--- config.mk ---
export PLATFORM = sky130hd
export DESIGN_NAME = coin_acceptor_frontend
export DESIGN_NICKNAME = d
export VERILOG_FILES = /design/src/rtl/coin_acceptor_frontend.sv
export SDC_FILE = /design/constraint.sdc
export NUM_CORES = 1
export LEC_CHECK = 0
export CAP_MARGIN = 20
export CORE_MARGIN = 1.5
export CORE_UTILIZATION = 50
export CTS_BUF_LIST = sky130_fd_sc_hd__clkbuf_8
export CTS_CLUSTER_DIAMETER = 120
export DETAILED_ROUTE_END_ITERATION = 6
export PLACE_DENSITY = 0.72
export SYNTH_ARGS = -nofsm -noshare
export SYNTH_HDL_FRONTEND = slang
export SYNTH_SLANG_ARGS = --single-unit
--- constraint.sdc ---
create_clock -name clk -period 1.6 [get_ports clk]
set_input_delay 0.16 -clock clk [delete_from_list [all_inputs] [get_ports clk]]
set_output_delay 0.16 -clock clk [all_outputs]
set_load 0.05 [all_outputs]
--- src/rtl/coin_acceptor_frontend.sv ---
// Purpose : synchronise and debounce two coin-slot sensors, then turn clean rising
//           edges into one-cycle coin_1 / coin_2 pulses, or a reject pulse for refused insertions.
// Latency : SYNC_STAGES + DEBOUNCE_CYCLES + 1 rising edges from the first edge that samples a sensor high.
// Backpressure: none; the controller consumes pulses directly, and busy flags the post-coin lockout.
// Ports   : clk, reset (sync, active-low), sensor_1/sensor_2 (raw async), enable,
//           coin_1/coin_2/reject (one-cycle pulses), busy (lockout active).
module coin_acceptor_frontend #(
  parameter int SYNC_STAGES     = 2,
  parameter int DEBOUNCE_CYCLES = 4,
  parameter int LOCKOUT_CYCLES  = 3
) (
  input  logic clk,
  input  logic reset,
  input  logic sensor_1,
  input  logic sensor_2,
  input  logic enable,
  output logic coin_1,
  output logic coin_2,
  output logic reject,
  output logic busy
);

  localparam int CW = $clog2(DEBOUNCE_CYCLES + 1);
  localparam int LW = (LOCKOUT_CYCLES > 1) ? $clog2(LOCKOUT_CYCLES) : 1;

  typedef enum logic {
    ST_IDLE    = 1'b0,
    ST_LOCKOUT = 1'b1
  } state_t;

  // Channel 0 = sensor_1, channel 1 = sensor_2.
  logic [1:0]             w_sensor;
  logic [SYNC_STAGES-1:0] r_sync [2];
  logic [CW-1:0]          r_cnt  [2];
  logic [1:0]             w_s;
  logic [1:0]             r_deb;
  logic [1:0]             r_deb_q;
  logic [1:0]             w_rise;

  state_t                 r_state;
  state_t                 w_state_nxt;
  logic [LW-1:0]          r_lcnt;
  logic [LW-1:0]          w_lcnt_nxt;
  logic                   w_coin_1_nxt;
  logic                   w_coin_2_nxt;
  logic                   w_reject_nxt;
  logic                   w_busy_nxt;
  logic                   r_coin_1;
  logic                   r_coin_2;
  logic                   r_reject;
  logic                   r_busy;

  assign w_sensor = {sensor_2, sensor_1};
  assign w_s      = {r_sync[1][SYNC_STAGES-1], r_sync[0][SYNC_STAGES-1]};

  // Debounced levels (and their delayed copies) come out of reset high, so a
  // sensor already high at reset release must first debounce low before a
  // rising edge can ever be seen on that channel.
  always_ff @(posedge clk) begin
    if (!reset) begin
      for (int c = 0; c < 2; c++) begin
        r_sync[c] <= '0;
        r_cnt[c]  <= '0;
      end
      r_deb   <= 2'b11;
      r_deb_q <= 2'b11;
    end else begin
      r_deb_q <= r_deb;
      for (int c = 0; c < 2; c++) begin
        r_sync[c] <= {r_sync[c][SYNC_STAGES-2:0], w_sensor[c]};
        if (w_s[c] == r_deb[c]) begin
          // Any agreeing cycle restarts the count: glitches shorter than
          // DEBOUNCE_CYCLES never reach the debounced level.
          r_cnt[c] <= '0;
        end else if (r_cnt[c] == CW'(DEBOUNCE_CYCLES - 1)) begin
          r_deb[c] <= w_s[c];
          r_cnt[c] <= '0;
        end else begin
          r_cnt[c] <= r_cnt[c] + 1'b1;
        end
      end
    end
  end

  // Only rising debounced edges matter; a coin leaving the slot is ignored.
  assign w_rise = r_deb & ~r_deb_q;

  always_comb begin
    w_state_nxt  = r_state;
    w_lcnt_nxt   = r_lcnt;
    w_coin_1_nxt = 1'b0;
    w_coin_2_nxt = 1'b0;
    w_reject_nxt = 1'b0;
    case (r_state)
      ST_IDLE: begin
        if (|w_rise) begin
          if (!enable || (&w_rise)) begin
            w_reject_nxt = 1'b1;
          end else begin
            w_coin_1_nxt = w_rise[0];
            w_coin_2_nxt = w_rise[1];
            w_state_nxt  = ST_LOCKOUT;
            w_lcnt_nxt   = LW'(LOCKOUT_CYCLES - 1);
          end
        end
      end
      ST_LOCKOUT: begin
        // Insertions during lockout are refused but do not extend it.
        w_reject_nxt = |w_rise;
        if (r_lcnt == '0) begin
          w_state_nxt = ST_IDLE;
        end else begin
          w_lcnt_nxt = r_lcnt - 1'b1;
        end
      end
      default: begin
        w_state_nxt = ST_IDLE;
      end
    endcase
    // busy is registered alongside the state so it rises with the coin pulse.
    w_busy_nxt = (w_state_nxt == ST_LOCKOUT);
  end

  always_ff @(posedge clk) begin
    if (!reset) begin
      r_state  <= ST_IDLE;
      r_lcnt   <= '0;
      r_coin_1 <= 1'b0;
      r_coin_2 <= 1'b0;
      r_reject <= 1'b0;
      r_busy   <= 1'b0;
    end else begin
      r_state  <= w_state_nxt;
      r_lcnt   <= w_lcnt_nxt;
      r_coin_1 <= w_coin_1_nxt;
      r_coin_2 <= w_coin_2_nxt;
      r_reject <= w_reject_nxt;
      r_busy   <= w_busy_nxt;
    end
  end

  assign coin_1 = r_coin_1;
  assign coin_2 = r_coin_2;
  assign reject = r_reject;
  assign busy   = r_busy;

endmodule
After elaboration in Yosys (flattened, before gate mapping)
Memories as Yosys holds them, arrays and structs flattened. Index checks and enable logic that the tools add are counted. Widths: inputs -> output; s select.

Memory bits (writable): 10. Memories kept: 2. Word-level logic and storage cells: 87. Register bits: 10. Output and inout bits: 4. Input port bits: 5.

Memory list: r_cnt (depth 2, width 3, rd ports 2, clocked after memory_dff 0, write ports 2, RTL line 34) `logic [CW-1:0] r_cnt [2];`; r_sync (depth 2, width 2, rd ports 2, clocked after memory_dff 0, write ports 2, RTL line 33) `logic [SYNC_STAGES-1:0] r_sync [2];`.

Reductions and logical operators: 9. Equality and inequality tests: 7. Multiplexer cells: 43. Add/sub/neg operators: 3. Bitwise operators: 15.

Operator list (number): $mux 1 (29); $mux 3 (6); $mux 2 (5); $or 1x1->1 (8); $add 3x1->3 const B (2); $eq 3x2->1 const B (2); $ne 2x2->1 const B (3); $reduce_and 2->1 (3); $not 1->1 (5); $pmux 1 s2 (2); $pmux 2 s2 (1); $reduce_or 4->1 (1); $reduce_and 3->1 (1); $and 2x2->2 (1); $eq 1x1->1 (2); $logic_not 2->1 (1); $not 2->2 (1); $reduce_or 2->1 (1); $sub 2x1->2 const B (1); $logic_not 1->1 (1); $logic_or 1x1->1 (1).

Longest topological paths before layout
Gate-level depths: netlist (run 1).

Depth in word-level cells: 7. Depth in mapped cells: 5. Gate-level depth less buffers: 5.

Worst setup path after synthesis (run 1)
OpenSTA, ideal clock, no wires.

Path kind: reg-to-reg. Start point: register, netlist name busy. End point: register r_lcnt[1]. Period minus slack after synthesis: 1.256 ns. Cell stages (with the launch flop): 4. Data required time: 1.530 ns. Arrival: 1.185 ns. Setup time: 0.070 ns. Path slack: 0.344 ns. Buffers on the path: 0. Cell sequence: dfxtp_1 > and2b_1 > mux2i_1 > o2bb2ai_1.

RTL lines: end signal, assigned (RTL line 134) `r_lcnt <= w_lcnt_nxt;`; end, declared (RTL line 42) `logic [LW-1:0] r_lcnt;`.

Worst setup path after layout (run 1)
Start point: register r_coin_1, in the netlist coin_1. End point: output coin_1.

RTL lines: start, declared (RTL line 48) `logic r_coin_1;`; start signal, assigned (RTL line 135) `r_coin_1 <= w_coin_1_nxt;`; end, declared (RTL line 17) `output logic coin_1,`.

No word-level cell between the ends.

==> impl_metrics.toml, run 1 <==
[placement]
io_buffers = 8
routabilityCongestion = 0.783
place.detailed.instances = 100
dpl-instance-area_sq_um = 927
post-dp-hpwl_microns = 802

[critical_path]
rrSetupSlack_ns = 0.31
critical_path.reg2reg.endpoint = "r_cnt[1][1]"
kind_of_cell_adding_the_most_delay_to_the_critical_path = "buffers and inverters"
critical_path.max_fanout = 1
worstSetupPathType = "flop to output pin"
cp_num_buf_inv = 1
timing.critical_path.depth = 1
critPathMaxStageDelay_ns = 0.80
worstSetupEndpoint = "coin_1"
cp_startpoint_kind = "flop"
worst_r2r_startpoint = "r_cnt[1][0]"
cp_data_arrival_time_ns = 1.37
timing.critical_path.to_type = "output pin"
cp_data_required_time_ns = 1.44
crit_path_cell_trace = "clkdlybuf4s50_1"
ff2ff_path_depth = 4
timing.critical_path.slowest_stage_cell = "clkdlybuf4s50_1"
critPathLaunch = "coin_1"

[synthesis]
postSynthAreaPerCell_sq_um = 11.4
syn_area_sq_um = 808
yosysUniqueCellTypes = 22
total_number_of_yosys_warnings = 0
seq_cells_post_synth = 20
synth_flop_cell = "dfxtp_1"
cell_types_with_the_largest_area_share_after_synthesis = "dfxtp_1, edfxtp_1, ha_1"
yosysMostFrequentCell = "dfxtp_1"
synthCells = 71
synth_async_sr_flop_share_pct = 0
seq_area_frac_synth_pct = 57.0
yosys.area.top_type_share_pct = 34.7
synth_edf_count = 6
area_leader_netlist = "dfxtp_1"
commonest_cells_in_the_netlist = "dfxtp_1, inv_1, edfxtp_1, nor2_1, ha_1"

[layout]
final_instance_count_excl_fillers = 104
num-nets-final = 99
finalCoreUtilization_pct = 64.5
postLayoutCellArea_sq_um = 972
area_growth_syn_to_layout_pct = 20.3
fraction_of_layout_instances_using_a_drive_strength_above_1_pct = 7.95
n_fill_cell = 127
diodes = 0

[clocking]
hold_fix_buffers_cts = 0
clockRootBuffer = "clkbuf_8"
cts_inserted_buffers = 3
clkSlewWorstSetupHoldPaths_ns = 0.07
ctsLongestPathBuffers = 2
cts_tree = "done"
numClockSinks = 20
postCtsSetupRepairBufs = 0
skew_pair_late_insertion_delay_ns = 0.25
h_tree_depth = 1
ctsResizeCount = 0

[sta]
report.final.setup_viol = 0
timing.max_slew.rel_slack_pct = 66.1
clock_skew_ns = 0.00138
fin_crit_ns = 1.53
min_period_over_period_pct = 95.3
rsz0062_at_grt = "no"
finalMaxSlewViolations = 0
maxClockFrequency_mhz = 656
setup_tns_ns = 0
timing.final.hold_violations = 0
max_slew.worst_pin.slew_ns = 0.507

[drt]
met2RoutedLength_microns = 534
routed_wl_microns = 1090
detail_route.iter0.violations = 7
detail-route-antenna-nets = 0
wire_per_inst_microns = 10.5
avgViaCountPerCell = 4.71
routed-via-count = 490
drc = 0
drt-met1-wl_microns = 521
firstDrtPassIters = 4
route.top_layer_used = "met4"
route.met3.wl_microns = 28

[floorplan]
placementRows = 14
core_region_area_sq_um = 1510
die_height_microns = 43.2
design.die.area_sq_um = 1870
io_pins = 9
die_x_microns = 43.2
initial_core_util_pct = 53.7

[min_path]
hold_class = "flop to flop"

[pwr]
power.switching_fraction_pct = 21.1
cellLeakagePower_nw = 0.407
pwr_density_cell_nw_per_um2 = 992
p_seq_share_pct = 58.2
power_report.internal_total_mw = 0.761
worst_ir_drop_vdd_mv = 0.826
power.net_switching_mw = 0.203
p_total_mw = 0.964
p_clk_share_pct = 33.0
part_of_the_power_in_combinational_logic_pct = 8.8

[grt]
antenna_found_initial = 0
globalRouteOverflowTotal = 0
first_global_vias = 506
global_route_wire_length_before_repair_microns = 2070
grt_max_degree = 12
grt_usage_pct = 15.1

[job]
cap_violations = 0

[outcome]
run_status = "completed"
[worst min-delay path by stage]
stage,startpoint,to,slack (ns),cells after the start
finish,r_sync[0][0],r_sync[0][1],0.45,1
CTS,r_sync[0][2],r_sync[0][3],0.45,1
floorplan,reset,r_deb_q[0],0.23,1
global route,r_sync[0][2],r_sync[0][3],0.47,1
global placement,r_sync[0][2],r_sync[0][3],0.42,1
detailed placement,r_sync[0][2],r_sync[0][3],0.43,1
[cell type report]
cell class              count  area, sq um  share of cell area [%]
repair buffers              9         85.1                    8.75
flip-flops and latches     20          460                    47.4
well taps                  16         20.0                    2.06
inverters                   7         26.3                    2.70
clock buffers               3         41.3                    4.25
clock inverters             1         3.75                   0.386
multi-input cells          48          335                    34.5
[kinds of logic (layout without fill, tap and decap cells)]
| group | count (synthesis) | count (layout) | synth area share, % |
|---|---|---|---|
| muxes | 3 | 3 | 3.72 |
| other | 1 | 6 | 0.464 |
| buffers and inverters | 8 | 20 | 3.87 |
| and+or+nand+nor | 25 | 25 | 18.3 |
| DFF | 20 | 20 | 57.0 |
| AOI/OAI and AO/OA | 5 | 5 | 4.64 |
| xor gates and xnor gates | 4 | 4 | 4.34 |
| adders and majority gates | 5 | 5 | 7.74 |
[state kept, by name, summed over array words and instances (netlist names)]
| signal | flops |
|---|---|
| busy | 1 |
| coin_1 | 1 |
| coin_2 | 1 |
| r_cnt | 6 |
| r_deb | 2 |
| r_deb_q | 2 |
| r_lcnt | 2 |
| r_sync | 4 |
| reject | 1 |
[power by group through the flow]
stage / combinational (mW) / clock [mW] / sequential [mW]
6_report: 0.0845 / 0.318 / 0.561
5_1_grt: 0.100 / 0.352 / 0.563
4_1_cts: 0.0854 / 0.329 / 0.561
3_5_place_dp: 0.0822 / 0 / 0.573
3_3_place_gp: 0.0809 / 0 / 0.571
2_1_floorplan: 0.0530 / 0 / 0.574
[layer usage]
layer / vias up / global-route usage [%]
li1: 261 / -
met1: 222 / 19.0
met3: 2 / 3.83
met4: 0 / 5.45
met5: - / 0
met2: 5 / 24.8
[layout by cell type, fill, tap and decap left out, types with 2 or more instances in the layout]
cell type         n
nor2_1            6
clkbuf_8          3
inv_1             7
nor3b_1           2
clkdlybuf4s50_1   7
edfxtp_1          6
nand3b_1          4
nand2b_1          2
dfxtp_1          14
nand2_1           4
xnor2_1           2
and2b_4           2
buf_4             2
and2_1            4
xor2_1            2
conb_1            6
mux2i_1           3
ha_1              5
[stage by stage]
step,hold slack (ns),setup slack [ns]
4_1_cts,0.451,0.0517
6_report,0.446,0.0746
3_5_place_dp,0.433,0.324
3_3_place_gp,0.416,0.346
5_1_grt,0.473,0.0330
2_1_floorplan,0.233,0.344
No activity file was read; power rests on OpenSTA's default activity.
==> run 2: changes to the inputs <==
--- a/config.mk
+++ b/config.mk
@@ -10,6 +10,7 @@
 export CORE_UTILIZATION = 50
 export CTS_BUF_LIST = sky130_fd_sc_hd__clkbuf_8
 export CTS_CLUSTER_DIAMETER = 120
+export CTS_CLUSTER_SIZE = 30
 export DETAILED_ROUTE_END_ITERATION = 6
 export PLACE_DENSITY = 0.72
 export SYNTH_ARGS = -nofsm -noshare
==> results of run 2 <==
No change in the layout: final DEF, timing and power equal those of run 1.
==> run 3: changes to the inputs <==
--- a/config.mk
+++ b/config.mk
@@ -12,7 +12,7 @@
 export CTS_CLUSTER_DIAMETER = 120
 export CTS_CLUSTER_SIZE = 30
 export DETAILED_ROUTE_END_ITERATION = 6
-export PLACE_DENSITY = 0.72
+export PLACE_DENSITY = 0.75
 export SYNTH_ARGS = -nofsm -noshare
 export SYNTH_HDL_FRONTEND = slang
 export SYNTH_SLANG_ARGS = --single-unit
==> constraint.sdc (replaced) <==
create_clock -name clk -period 1.3 [get_ports clk]
set_input_delay 0.13 -clock clk [delete_from_list [all_inputs] [get_ports clk]]
set_output_delay 0.13 -clock clk [all_outputs]
set_load 0.01 [all_outputs]
==> run 3 against run 2 <==
Compared with the run above:
- first-iteration DRC count fell by 100%
- core utilization grew 1.1 points
- final cell count rose by 0.96%
- combinational power grew 18%
- sequential share of layout area fell by 0.78 points
- die area unchanged
- hold slack worse by 0.012 ns
- global-route usage decreased by 1.6 points
- design area increased by 1.7%
- largest power group unchanged
==> impl_metrics.toml, run 3 (synthesis gave the netlist of run 1 again) <==
[outcome]
run_status = "completed"

[drt]
routed_wl_microns = 950
drc = 0
firstDrtPassIters = 1
routed-via-count = 484
wire_per_inst_microns = 9.05
detail_route.iter0.violations = 0
detail-route-antenna-nets = 0
avgViaCountPerCell = 4.61

[layout]
n_fill_cell = 133
leading_cell_types_in_the_layout_fill_and_taps_excluded = "dfxtp_1, inv_1, clkdlybuf4s50_1"
finalCoreUtilization_pct = 65.6
fraction_of_layout_instances_using_a_drive_strength_above_1_pct = 11.2
num-nets-final = 100
area_growth_syn_to_layout_pct = 22.3
diodes = 0
multi_input_comb_area_sq_um = 343
seq_cell_area_sq_um = 460
postLayoutCellArea_sq_um = 988
largest_register_ffs = 6
largest-register = "r_cnt"
layout_commonest_cell = "dfxtp_1"
largestRegisters = "r_cnt: 6 flops, r_sync: 4 flops"

[sta]
min_period_over_period_pct = 96.0
finalWorstSetupSlack_ns = 0.0520
timing.final.hold_violations = 0
report.final.setup_viol = 0
clock_skew_ns = 0.00393
finalMaxSlewViolations = 0
maxClockFrequency_mhz = 801
fin_crit_ns = 1.25

[floorplan]
design.die.area_sq_um = 1870
die_height_microns = 43.2
die_x_microns = 43.2
core_region_area_sq_um = 1510
io_pins = 9
initial_core_util_pct = 53.7
placementRows = 14

[clocking]
clkSlewWorstSetupHoldPaths_ns = 0.07
cts_inserted_buffers = 3
ctsLongestPathBuffers = 2
hold_fix_buffers_cts = 0
cts_tree = "done"
numClockSinks = 20
clockRootBuffer = "clkbuf_8"
skew_pair_late_insertion_delay_ns = 0.25
h_tree_depth = 1

[placement]
dpl-instance-area_sq_um = 930
io_buffers = 8
routabilityCongestion = 0.741
dp_slack_ns = 0.0305
post-dp-hpwl_microns = 741

[pwr]
pwr_density_cell_nw_per_um2 = 1190
cellLeakagePower_nw = 0.412
worst_ir_drop_vdd_mv = 0.762
p_total_mw = 1.17

[grt]
first_global_vias = 452
antenna_found_initial = 0
grt_max_degree = 12
grt_usage_pct = 13.5
global_route_wire_length_before_repair_microns = 1780
globalRouteOverflowTotal = 0

[critical_path]
cp_startpoint_kind = "flop"
cp_data_required_time_ns = 1.41
worst_r2r_startpoint = "r_cnt[1][0]"
critical_path.max_fanout = 3
timing.critical_path.to_type = "flop"
critPathLaunch = "r_cnt[1][0]"
cp_data_arrival_time_ns = 1.35
worstSetupPathType = "flop to flop"

[job]
cap_violations = 0

[min_path]
hold_class = "flop to flop"
min-delay-start = "r_sync[0][2]"
[run 3: critical path, stage by stage, from the launching register on]
cell	delay, ns
edfxtp_1	0.39
ha_1	0.21
ha_2	0.18
nand3b_1	0.19
nor2_1	0.13
[run 3: layout make-up]
class | instances | area share, %
clock buffers | 3 | 4.18
inverters | 7 | 2.66
repair buffers | 10 | 9.49
clock inverters | 1 | 0.380
well taps | 16 | 2.03
multi-input cells | 48 | 34.7
flip-flops and latches | 20 | 46.6
[run 3: timing repair]
item	in CTS	in global routing
pin swaps	0	2
setup endpoints to repair	1	5
setup buffers	0	1
resized for setup	1	3
endpoints found under the hold margin	0	0
[run 3: path summary, 6_finish.rpt]
| check | endpoint | slack (ns) | cells after the start |
|---|---|---|---|
| max | r_cnt[1][2] | 0.05 | 4 |
| max reg2reg | r_cnt[1][2] | 0.05 | 4 |
| min reg2reg | r_sync[0][3] | 0.43 | 1 |
| min | r_sync[0][3] | 0.43 | 1 |
[run 3: routing by layer]
layer  wire length, microns  vias up  global-route usage [%]
li1                       -      262                       -
met1                    461      211                    16.8
met2                    432        7                    19.1
met3                     32        4                    5.11
met4                     23        0                    9.09
met5                      0        -                       0
[run 3: stage by stage]
| stage | setup TNS [ns] | hold WS [ns] | cells |
|---|---|---|---|
| after CTS | 0 | 0.437 | 104 |
| after global routing | -0.00125 | 0.457 | 105 |
| after global placement | 0 | 0.421 | 100 |
| after detailed placement | 0 | 0.420 | 100 |
| after floorplan | 0 | 0.203 | 76 |
| final | 0 | 0.434 | 105 |
[run 3: power by group]
group	internal [mW]	switching (mW)
registers	0.677	0.0132
logic	0.0538	0.0460
clock network	0.209	0.173
total	0.940	0.232
